`src/rtl/mips_mem_pkg.sv`:
```
// Shared encodings, FSM state type and byte-lane helpers for the load/store unit.
package mips_mem_pkg;

  localparam logic [1:0] SZ_BYTE = 2'b00;
  localparam logic [1:0] SZ_HALF = 2'b01;
  localparam logic [1:0] SZ_WORD = 2'b10;

  // The response cycle is the IDLE cycle with resp_valid high, so it has no own state.
  typedef enum logic [1:0] {StIdle, StRd, StRdData, StWr} lsu_state_t;

  function automatic logic [31:0] lsu_extract(input logic [31:0] word, input logic [1:0] offset,
                                              input logic [1:0] size, input logic is_unsigned);
    logic [31:0] shifted;
    logic [31:0] result;
    shifted = word >> {offset, 3'b000};
    case (size)
      SZ_BYTE: result = is_unsigned ? {24'b0, shifted[7:0]} : {{24{shifted[7]}}, shifted[7:0]};
      SZ_HALF: result = is_unsigned ? {16'b0, shifted[15:0]} : {{16{shifted[15]}}, shifted[15:0]};
      default: result = word;
    endcase
    return result;
  endfunction

  function automatic logic [31:0] lsu_merge(input logic [31:0] word, input logic [31:0] wdata,
                                            input logic [1:0] offset, input logic [1:0] size);
    logic [4:0]  shift;
    logic [31:0] mask;
    logic [31:0] data;
    shift = {offset, 3'b000};
    case (size)
      SZ_BYTE: begin
        mask = 32'h0000_00ff << shift;
        data = {24'b0, wdata[7:0]} << shift;
      end
      SZ_HALF: begin
        mask = 32'h0000_ffff << shift;
        data = {16'b0, wdata[15:0]} << shift;
      end
      default: begin
        mask = 32'hffff_ffff;
        data = wdata;
      end
    endcase
    return (word & ~mask) | (data & mask);
  endfunction

endpackage

```
`src/rtl/lsu_byte_lane.sv`:
```
// Combinational lane steering: load extraction/extension and sub-word store merge.
module lsu_byte_lane
  import mips_mem_pkg::*;
(
  input  logic [31:0] rdata_i,
  input  logic [31:0] wdata_i,
  input  logic [1:0]  offset_i,
  input  logic [1:0]  size_i,
  input  logic        is_unsigned_i,
  output logic [31:0] load_data_o,
  output logic [31:0] merge_data_o
);

  assign load_data_o  = lsu_extract(rdata_i, offset_i, size_i, is_unsigned_i);
  assign merge_data_o = lsu_merge(rdata_i, wdata_i, offset_i, size_i);

endmodule

```
`src/rtl/load_store_unit.sv`:
```
// Byte-addressed load/store front end for a word-only, registered-read data memory.
module load_store_unit
  import mips_mem_pkg::*;
#(
  parameter int unsigned DATA_WIDTH = 32,
  parameter int unsigned ADDR_WIDTH = 10
) (
  input  logic                  clk,
  input  logic                  rst_n,
  input  logic                  req_valid,
  output logic                  req_ready,
  input  logic                  req_write,
  input  logic [1:0]            req_size,
  input  logic                  req_unsigned,
  input  logic [31:0]           req_addr,
  input  logic [31:0]           req_wdata,
  output logic                  resp_valid,
  output logic [31:0]           resp_rdata,
  output logic                  resp_misaligned,
  output logic [ADDR_WIDTH-1:0] mem_address,
  output logic [DATA_WIDTH-1:0] mem_in,
  output logic                  mem_we,
  input  logic [DATA_WIDTH-1:0] mem_out
);

  lsu_state_t state_q, state_d;

  logic        op_write_q;
  logic [1:0]  op_size_q;
  logic        op_unsigned_q;
  logic [1:0]  op_offset_q;
  logic [31:0] op_wdata_q;

  logic                  resp_valid_d;
  logic [31:0]           resp_rdata_d;
  logic                  resp_misaligned_d;
  logic [ADDR_WIDTH-1:0] mem_address_d;
  logic [DATA_WIDTH-1:0] mem_in_d;
  logic                  mem_we_d;

  logic        accept;
  logic        misaligned;
  logic        word_store;
  logic [31:0] load_data;
  logic [31:0] merge_data;
  logic        unused_addr_hi;

  // Upper address bits wrap away by design.
  assign unused_addr_hi = ^req_addr[31:ADDR_WIDTH+2];

  assign req_ready  = (state_q == StIdle);
  assign accept     = req_ready && req_valid;
  assign word_store = req_write && (req_size == SZ_WORD);

  always_comb begin
    case (req_size)
      SZ_BYTE: misaligned = 1'b0;
      SZ_HALF: misaligned = req_addr[0];
      SZ_WORD: misaligned = (req_addr[1:0] != 2'b00);
      default: misaligned = 1'b1;
    endcase
  end

  lsu_byte_lane u_byte_lane (
    .rdata_i       (mem_out),
    .wdata_i       (op_wdata_q),
    .offset_i      (op_offset_q),
    .size_i        (op_size_q),
    .is_unsigned_i (op_unsigned_q),
    .load_data_o   (load_data),
    .merge_data_o  (merge_data)
  );

  always_ff @(posedge clk or negedge rst_n) begin
    if (!rst_n) begin
      state_q <= StIdle;
    end else begin
      state_q <= state_d;
    end
  end

  always_comb begin
    state_d = state_q;
    unique case (state_q)
      StIdle: begin
        if (accept && !misaligned) begin
          state_d = word_store ? StWr : StRd;
        end
      end
      StRd:     state_d = StRdData;
      StRdData: state_d = op_write_q ? StWr : StIdle;
      StWr:     state_d = StIdle;
      default:  state_d = StIdle;
    endcase
  end

  // Next values of the registered outputs; the response fields default to 0 so
  // they clear the cycle after a response.
  always_comb begin
    resp_valid_d      = 1'b0;
    resp_rdata_d      = '0;
    resp_misaligned_d = 1'b0;
    mem_address_d     = mem_address;
    mem_in_d          = mem_in;
    mem_we_d          = 1'b0;
    unique case (state_q)
      StIdle: begin
        if (accept) begin
          if (misaligned) begin
            resp_valid_d      = 1'b1;
            resp_misaligned_d = 1'b1;
          end else begin
            mem_address_d = req_addr[ADDR_WIDTH+1:2];
            if (word_store) begin
              mem_in_d = req_wdata;
              mem_we_d = 1'b1;
            end
          end
        end
      end
      StRdData: begin
        if (op_write_q) begin
          mem_in_d = merge_data;
          mem_we_d = 1'b1;
        end else begin
          resp_valid_d = 1'b1;
          resp_rdata_d = load_data;
        end
      end
      StWr:    resp_valid_d = 1'b1;
      default: ;
    endcase
  end

  always_ff @(posedge clk or negedge rst_n) begin
    if (!rst_n) begin
      resp_valid      <= 1'b0;
      resp_rdata      <= '0;
      resp_misaligned <= 1'b0;
      mem_address     <= '0;
      mem_in          <= '0;
      mem_we          <= 1'b0;
    end else begin
      resp_valid      <= resp_valid_d;
      resp_rdata      <= resp_rdata_d;
      resp_misaligned <= resp_misaligned_d;
      mem_address     <= mem_address_d;
      mem_in          <= mem_in_d;
      mem_we          <= mem_we_d;
    end
  end

  always_ff @(posedge clk or negedge rst_n) begin
    if (!rst_n) begin
      op_write_q    <= 1'b0;
      op_size_q     <= SZ_BYTE;
      op_unsigned_q <= 1'b0;
      op_offset_q   <= 2'b00;
      op_wdata_q    <= '0;
    end else if (accept) begin
      op_write_q    <= req_write;
      op_size_q     <= req_size;
      op_unsigned_q <= req_unsigned;
      op_offset_q   <= req_addr[1:0];
      op_wdata_q    <= req_wdata;
    end
  end

endmodule

```
`config.mk`:
```
export PLATFORM = sky130hd
export DESIGN_NAME = load_store_unit
export DESIGN_NICKNAME = d
export VERILOG_FILES = /design/src/rtl/mips_mem_pkg.sv /design/src/rtl/lsu_byte_lane.sv /design/src/rtl/load_store_unit.sv
export SDC_FILE = /design/constraint.sdc
export NUM_CORES = 1
export LEC_CHECK = 0
export CORE_UTILIZATION = 43
export DETAILED_ROUTE_END_ITERATION = 6
export PLACE_DENSITY = 0.78
export SLEW_MARGIN = 40
export SYNTH_ARGS = -nofsm -noshare
export SYNTH_HDL_FRONTEND = slang
export SYNTH_HIERARCHICAL = 1
export SYNTH_SLANG_ARGS = --single-unit
```
`constraint.sdc`:
```
create_clock -name clk -period 2.2 [get_ports clk]
set_input_delay 0.33 -clock clk [delete_from_list [all_inputs] [get_ports clk]]
set_output_delay 0.33 -clock clk [all_outputs]
set_load 0.05 [all_outputs]
```
; ---- Yosys cells after proc, flatten, opt, wreduce, memory -nomap -nowiden
; Cells that the tools add are included.
[op_classes]
shifts = 5
bitwise = 5
n_mux = 27
n_reduce_logical = 11
eq_ne = 11
[op_table]
columns = operator, count
row1 = $mux 32, 8
row2 = $pmux 32 s2, 4
row3 = $and 32x32->32, 2
row4 = $not 32->32, 1
row5 = $or 32x32->32, 1
row6 = $shl 16x5->32, 1
row7 = $shl 16x5->32 const A, 1
row8 = $shl 8x5->32, 1
row9 = $shl 8x5->32 const A, 1
row10 = $shr 32x5->16, 1
row11 = $mux 1, 8
row12 = $pmux 2 s4, 1
row13 = $eq 2x1->1 const B, 3
row14 = $eq 2x2->1 const B, 3
row15 = $logic_not 2->1, 3
row16 = $mux 2, 3
row17 = $ne 2x1->1 const B, 3
row18 = $pmux 1 s3, 2
row19 = $reduce_and 5->1, 1
row20 = $ne 2x2->1 const B, 2
row21 = $reduce_bool 2->1, 2
row22 = $logic_and 1x1->1, 3
row23 = $reduce_and 3->1, 1
row24 = $pmux 1 s2, 1
row25 = 2 further kinds, 2
[word_totals]
regBits = 117
inputBits = 103
output_inout_bits = 78
wordCells = 71

; ---- Logic depth before layout (Yosys ltp)
[depth]
word_depth = 7
depth_mapped = 9
ltp_nobuf = 6

; ---- Modules after synthesis
; Netlist, hierarchy kept.
[by_module_without_submodules]
columns = mod, area_per_inst_um2, n_inst, cells_per_inst, seq_area_each_um2
row1 = load_store_unit, 4596.9, 1, 296, 2927.8
row2 = lsu_byte_lane, 1632.8, 1, 258, 0.0

; ---- Least setup slack after synthesis
; OpenSTA, ideal clock, no wires.
[synth_path]
kind = flip-flop to flip-flop
from = register op_offset_q[0]
to = register mem_in[6]
setup_ns = 0.125
arrival_time_ns = 1.964
slack_ns = 0.111
n_path_buf = 3
stages_incl_launch_ff = 8
synth_period_minus_slack_ns = 2.089
t_required_ns = 2.075
path_cell_list = dfrtp_1 > buf_6 > buf_2 > o21ai_2 > buf_2 > mux2_2 > mux2_2 > mux2_2
[synth_via]
elab_chain_cells = 7
word_cells_on_any_way = 12
cone_classes = shift: 4 / mux: 4 / bitwise: 4
[synth_rtl]
columns = item, line_no
row1 = "start, declared", load_store_unit.sv:31  ; logic [1:0] op_offset_q;
row2 = "start signal, assigned", load_store_unit.sv:164  ; op_offset_q <= req_addr[1:0];
row3 = $shl 16x5->32 or $shl 8x5->32 (tied branches), "mips_mem_pkg.sv:36, mips_mem_pkg.sv:32"
row4 = $pmux 32 s2, mips_mem_pkg.sv:30  ; case (size)
row5 = $not 32->32, mips_mem_pkg.sv:44  ; return (word & ~mask) | (data & mask);
row6 = $and 32x32->32, mips_mem_pkg.sv:44
row7 = $or 32x32->32 (*), mips_mem_pkg.sv:44
row8 = named net merge_data[6], load_store_unit.sv:45  ; logic [31:0] merge_data;
row9 = $mux 32 (*), load_store_unit.sv:122  ; if (op_write_q) begin
row10 = $pmux 32 s2 (*), load_store_unit.sv:106  ; unique case (state_q)
row11 = "end signal, assigned", load_store_unit.sv:148  ; mem_in <= mem_in_d;
row12 = "end, declared", load_store_unit.sv:21  ; output logic [DATA_WIDTH-1:0] mem_in,
; The timed path passes the listed nets; every way through them passes the cells marked *. The select of a mux whose other input is x is not followed.
; A chain may end at the register's enable or synchronous reset.

; ---- Final worst setup path
[layout_path]
from = register op_size_q[1]
to = register mem_in[28]
[layout_via]
elab_chain_cells = 7
word_cells_on_any_way = 10
cone_classes = eq/ne: 1 / mux: 4 / bitwise: 4 / reduce/logical: 1
[layout_rtl]
columns = item, line_no
row1 = "start, declared", load_store_unit.sv:29  ; logic [1:0] op_size_q;
row2 = "start signal, assigned", load_store_unit.sv:162  ; op_size_q <= req_size;
row3 = $eq 2x1->1 or $logic_not 2->1 (tied branches), mips_mem_pkg.sv:30
row4 = $pmux 32 s2, mips_mem_pkg.sv:30
row5 = $not 32->32, mips_mem_pkg.sv:44
row6 = $and 32x32->32, mips_mem_pkg.sv:44
row7 = $or 32x32->32 (*), mips_mem_pkg.sv:44
row8 = named net merge_data[28], load_store_unit.sv:45
row9 = $mux 32 (*), load_store_unit.sv:122
row10 = $pmux 32 s2 (*), load_store_unit.sv:106
; Marks and branches as above.

==> impl_metrics.tcl <==
set metrics [dict create \
    path_clk_slew_ps 50 \
    status "finished clean" \
    pre_cts_ws_ps -4.56 \
    start_kind "flip-flop" \
    slew_viol_final 0 \
    die_area_mm2 0.0150 \
    io_buffers 160 \
    core_region_area_mm2 0.0140 \
    cts_tree "built" \
    intPower_mw 8.79 \
    h-tree-depth 4 \
    firstDrtPassIters 5 \
    drive_above_1_share_pct 27.4 \
    fin_crit_sh_pct 95.7 \
    layout_setup_ws_ps 93.9 \
    synth_mux_area_share_pct 25.1 \
    clkSinkCount 117 \
    std_cell_rows 43 \
    holdCritPathClass "input pin to asynchronous set/reset pin" \
    wl_per_cell_um 18.4 \
    ys_seq_area_share_pct 47.0 \
    ios 181 \
    syn_to_final_growth_pct 41.1 \
    antenna_cells 0 \
    synth_warnings 6 \
    critPathKind "flip-flop to flip-flop" \
    clk_latency_ps 420 \
    hold_viol_final 0 \
    cts-buffers-inserted 17 \
    fmax_mhz 475 \
    grt-ovfl-total 0 \
    pwr_density_cell_mw_per_mm2 1750 \
    maxCapViolCount 0 \
    clockBufferDepth 2 \
    synth.most_common_cell "mux2_2" \
    grt_max_degree 42 \
    vias 4958 \
    timing.rr.start "op_size_q[1]$_DFFE_PN0P_" \
    yosys.area_share.simple_pct 10.7 \
    power_frac_clock_pct 18.4 \
    synth_top_family_by_area "multiplexers" \
    synth-compound-area-share_pct 13.2 \
    synth_top_cell_area_share_pct 47.0 \
    syn_area_mm2 0.00623 \
    synth-main-ff-cell "dfrtp_1" \
    yosysTopAreaCell "dfrtp_1" \
    ant_nets 0 \
    grt.total_usage_pct 24.1 \
    routabilityCongestion 0.888 \
    swShare_pct 43.0 \
    clock_skew_ps 15.4 \
    yosys.area_share.adder_pct 0 \
    drcViolationCount 0 \
    synth_cell_types 47 \
    synth_commonest_cells "mux2_2 (118), dfrtp_1 (117), nand2_1 (57)" \
    grt_pass1_wl_mm 26.9 \
    fp.dieH_um 122 \
    syn_inst 554 \
    crit_arrival_ps 2410 \
    vias_per_cell 5.38 \
    async_flop_share_pct 100 \
    p_switching_mw 6.62 \
    irDropWorstVdd_mv 0.983 \
    p_seq_share_pct 24.8 \
    antenna_found_initial 0 \
    worst-path-max-fanout 12 \
    synthXorXnorAreaFrac_pct 0 \
    root_buffer "clkbuf_16" \
    worstPathRequired_ps 2500 \
    period_needed_ps 2110 \
    synth-seq-cells 117 \
    dp_hpwl_mm 12.6 \
    fin_nets 833 \
    end_kind "flip-flop" \
    setup_viol 0 \
    crit_start "op_size_q[1]$_DFFE_PN0P_" \
    tns_ps 0 \
    p_comb_share_pct 56.9 \
    synth_enable_flop_cells 0 \
    drt_iter0_drc 365 \
    synth_fp_nets 657 \
    p_leak_nw 3.81 \
    die_w_um 122 \
    ff2ff_path_depth 6 \
    wl_mm 17.0 \
    syn_area_per_cell_um2 11.2 \
    rsz0062_at_grt "no" \
    start_util_pct 44.5 \
    grt_pass1_vias 5050 \
    yosys-top-cells-area "dfrtp_1 (47%), mux2_2 (21%), nand2_1 (3.4%)" \
    relSlewSlack_pct 52.0 \
    worst_pin_slew_ps 718 \
]
repair_timing:
action	CTS	global route
setup buffers	0	0
gates resized for setup	0	1
endpoints found under the setup margin	0	2
hold buffers	1	0
hold endpoints to repair	36	0
logic make-up after synthesis:
kind of cell           after synthesis
AOI/OAI and AO/OA                  120
and+or+nand+nor                    129
buffers and inverters               48
muxes                              140
DFF                                117
cells in the final DEF (no fill, tap or decap), types with 11 or more instances in the layout:
cell type / netlist / routed
a21o_1: 16 / 16
a21oi_1: 11 / 11
and2_1: 32 / 32
buf_4: 0 / 32
clkbuf_16: 0 / 17
clkdlybuf4s50_1: 0 / 158
dfrtp_1: 117 / 116
mux2_2: 118 / 118
mux2i_1: 14 / 14
nand2_1: 57 / 57
nand2b_1: 11 / 11
o21ai_0: 30 / 30
o21ai_1: 19 / 19
worst paths after layout:
check | to | slack (ps)
worst max-delay path | mem_in[28]$_DFFE_PN0P_ | 90
worst min-delay path | resp_misaligned$_DFF_PN0_ | 430
worst max register to register | mem_in[28]$_DFFE_PN0P_ | 90
worst min register to register | mem_address[5]$_DFFE_PN0P_ | 490
max in group asynchronous | op_size_q[1]$_DFFE_PN0P_ | 1150
min in group clk | mem_address[5]$_DFFE_PN0P_ | 490
registers in the layout, indices dropped and copies added, names as in the netlist:
signal / flops
resp_rdata: 32
state_q: 2
mem_we: 1
mem_address: 10
op_write_q: 1
op_offset_q: 2
op_unsigned_q: 1
resp_misaligned: 1
mem_in: 32
op_wdata_q: 32
resp_valid: 1
op_size_q: 2
critical path, cell delays in order (launching register included):
cell,delay (ps)
dfrtp_2,490
nand2b_1,340
o21ai_1,150
o21ai_0,360
o21ai_0,120
mux2_2,270
mux2_2,260
power by group through the flow:
| stage | clock network [mW] | logic, mW | registers [mW] |
|---|---|---|---|
| floorplan | 0 | 4.06 | 5.76 |
| global placement | 0 | 8.58 | 3.80 |
| detailed placement | 0 | 8.72 | 3.83 |
| CTS | 2.88 | 8.76 | 3.81 |
| global route | 3.00 | 9.31 | 3.93 |
| finish | 2.83 | 8.76 | 3.82 |
layout make-up:
cell class                 instances  area (um^2)
timing repair buffer             196         1930
clock inverter                     9          125
tap                              180          225
multi-input combinational        389         3060
inverter                           9         33.8
fill                            1110         5200
sequential                       117         2930
clock buffer                      22          484
metal layers:
| metal | vias up | track usage [%] | wire [um] |
|---|---|---|---|
| met2 | 199 | 39.4 | 8300 |
| li1 | 2319 | - | - |
| met1 | 2419 | 30.8 | 7230 |
| met5 | - | 0 | 0 |
| met4 | 0 | 8.92 | 318 |
| met3 | 21 | 5.99 | 1110 |
stage by stage:
stage / hold WS [ps] / utilization, % / std cells / power [mW] / instance area (um^2)
2_1_floorplan: 34.4 / - / 554 / 9.82 / 6230
3_3_place_gp: 326 / 58.4 / 890 / 12.4 / 8170
3_5_place_dp: 334 / 58.4 / 890 / 12.6 / 8170
4_1_cts: 433 / 62.8 / 922 / 15.5 / 8780
5_1_grt: 471 / 62.8 / 922 / 16.2 / 8790
6_report: 430 / 62.8 / 922 / 15.4 / 8790
Note: power is estimated with default switching activity, not from simulation.
==> patch (config.mk and constraints unchanged) <==
`resp_rdata` no longer has a reset.
--- a/src/rtl/load_store_unit.sv
+++ b/src/rtl/load_store_unit.sv
@@ -135,19 +135,21 @@
   always_ff @(posedge clk or negedge rst_n) begin
     if (!rst_n) begin
       resp_valid      <= 1'b0;
-      resp_rdata      <= '0;
       resp_misaligned <= 1'b0;
       mem_address     <= '0;
       mem_in          <= '0;
       mem_we          <= 1'b0;
     end else begin
       resp_valid      <= resp_valid_d;
-      resp_rdata      <= resp_rdata_d;
       resp_misaligned <= resp_misaligned_d;
       mem_address     <= mem_address_d;
       mem_in          <= mem_in_d;
       mem_we          <= mem_we_d;
     end
+  end
+
+  always_ff @(posedge clk) begin
+    resp_rdata <= resp_rdata_d;
   end
 
   always_ff @(posedge clk or negedge rst_n) begin
Formal check against the unedited RTL: differs if rst_n is asserted again (counterexample within 4 cycles, from zero or initial values and one cycle with rst_n low); with rst_n held inactive, the same outputs for 4 cycles.
==> patch against the unedited design <==
Sequential cell count did not move. Worst setup slack got worse by 11 ps. Worst hold slack got worse by 96 ps. Highest routed layer unchanged. Wire length fell by 1.7%. Synthesized area fell by 2.5%. Cell area fell by 2.4%. Largest cell class unchanged. Largest power group unchanged. Total power fell by 7.7%. Sequential power fell by 3%. Non-clock buffer count did not move.
==> patch: results (changes against the unedited design) <==
Global Route met1 Usage=30.3% (-0.49 points); clk_skew=8.49 ps (-6.92 ps); largest net degree at the start of global routing=49 (+17%); mux cell area share after synthesis=25.9% (+0.83 points); placed cells=888 (-0.22%); DRT Wirelength=16.7 mm (-1.7%); nets=831 (-0.24%); CP max stage cell=clkdlybuf4s50_1; vias in the first global route=4936 (-2.3%); maximum vdd drop=958 uV (-2.5%); Int Power=8.12 mW (-7.6%); Synth cell types=46 (-2.1%); post-synthesis compound-gate area fraction=13.5% (+0.36 points); leakage=3.60 nW (-5.5%); Slew @ Worst Pin=716 ps (-1.80 ps); status=finished, final reports clean; Worst EP arrival=1790 ps (-620 ps); post-synthesis cell count=552 (-0.36%); DP Area=7990 um2 (-2.2%); HPWL Detailed=12.4 mm (-2.0%); Vias/cell=5.39 (+0.25%); crit path max fanout=7 (-5); Placer Congestion=0.902 (+1.6%); post-synth net total=655 (-0.30%); CP top delay family=buffers and inverters; GRT met3 Usage=6.27% (+0.28 points); post-synthesis sequential area ratio=45.6% (-1.4 points); setup_tns=0 ps (unchanged); asr flop ratio synth=72.6% (-27 points); crit path from=state_q[1]; ranking of synthesized cells by area=dfrtp_1 35%, mux2_2 23%, dfxtp_1 11%, nand2_1 3.5%, and2_1 3.3%; first-pass GRT wire length=26.2 mm (-2.6%); Reg-to-Reg Start=op_offset_q[0]; Synth top cells by count=126 x mux2_2, 85 x dfrtp_1, 56 x nand2_1; post-placement setup slack=-59.7 ps (-55.1 ps); GRT Util Overall=23.8% (-0.27 points); Max stage delay on crit path=810 ps (+320 ps); share of cells above drive strength 1=28.3% (+0.98 points)
-- patch: cell type report --
cell class,instances,area (um2)
well taps,180,225
clock buffers,19,443
multi-input cells,388,3060
flip-flops and latches,117,2770
repair buffers,196,1910
clock inverters,13,133
inverters,8,30.0
fillers,1088,5250
-- patch: worst paths after layout --
| kind | to | slack, ps | cells after the start |
|---|---|---|---|
| worst max-delay path | req_ready | 80 | 2 |
| worst min-delay path | mem_in[22] | 330 | 2 |
| worst max register to register | mem_in[9] | 130 | 7 |
| worst min register to register | mem_address[2] | 500 | 1 |
| max in group asynchronous | mem_address[0] | 1310 | 3 |
| min in group clk | mem_address[2] | 500 | 1 |
-- patch: logic make-up (layout without fill, tap and decap cells) --
family                 after synthesis  in the layout
AND/OR/NAND/NOR                    128            128
flip-flops                         117            117
buffers and inverters               47            236
multiplexers                       141            141
AO/OA/AOI/OAI                      119            119
-- patch: worst reg2reg max path: stages, from the launching register on --
cell and delay [ps]:
dfrtp_1 380, buf_4 260, nor2_1 100, nor2_4 280, mux2i_1 280, o21ai_1 110
mux2_2 290, mux2_2 260
-- patch: layer usage --
metal	routed length (um)	up-vias
met5	0	-
met4	341	0
met3	1140	25
met2	7980	195
met1	7210	2419
li1	-	2326
-- patch: stage by stage --
step                      power (mW)  util [%]
after floorplan                 9.12         -
after global placement          11.3      57.7
after detailed placement        11.5      57.8
after CTS                       14.3      62.0
after global routing            15.0      62.0
final                           14.2      62.0
-- patch: power by group through the flow --
stage                     combinational, mW  clock (mW)  sequential (mW)
after floorplan                        3.76           0             5.36
after global placement                 7.68           0             3.67
after detailed placement               7.80           0             3.72
after CTS                              7.85        2.72             3.69
after global routing                   8.33        2.83             3.82
final                                  7.86        2.67             3.70
-- patch: timing repair --
item / 4_1_cts / 5_1_grt
hold buffers: 1 / 0
setup endpoints to repair: 0 / 1
gates resized for setup: 0 / 1
hold endpoints to repair: 16 / 0
setup buffers: 0 / 0
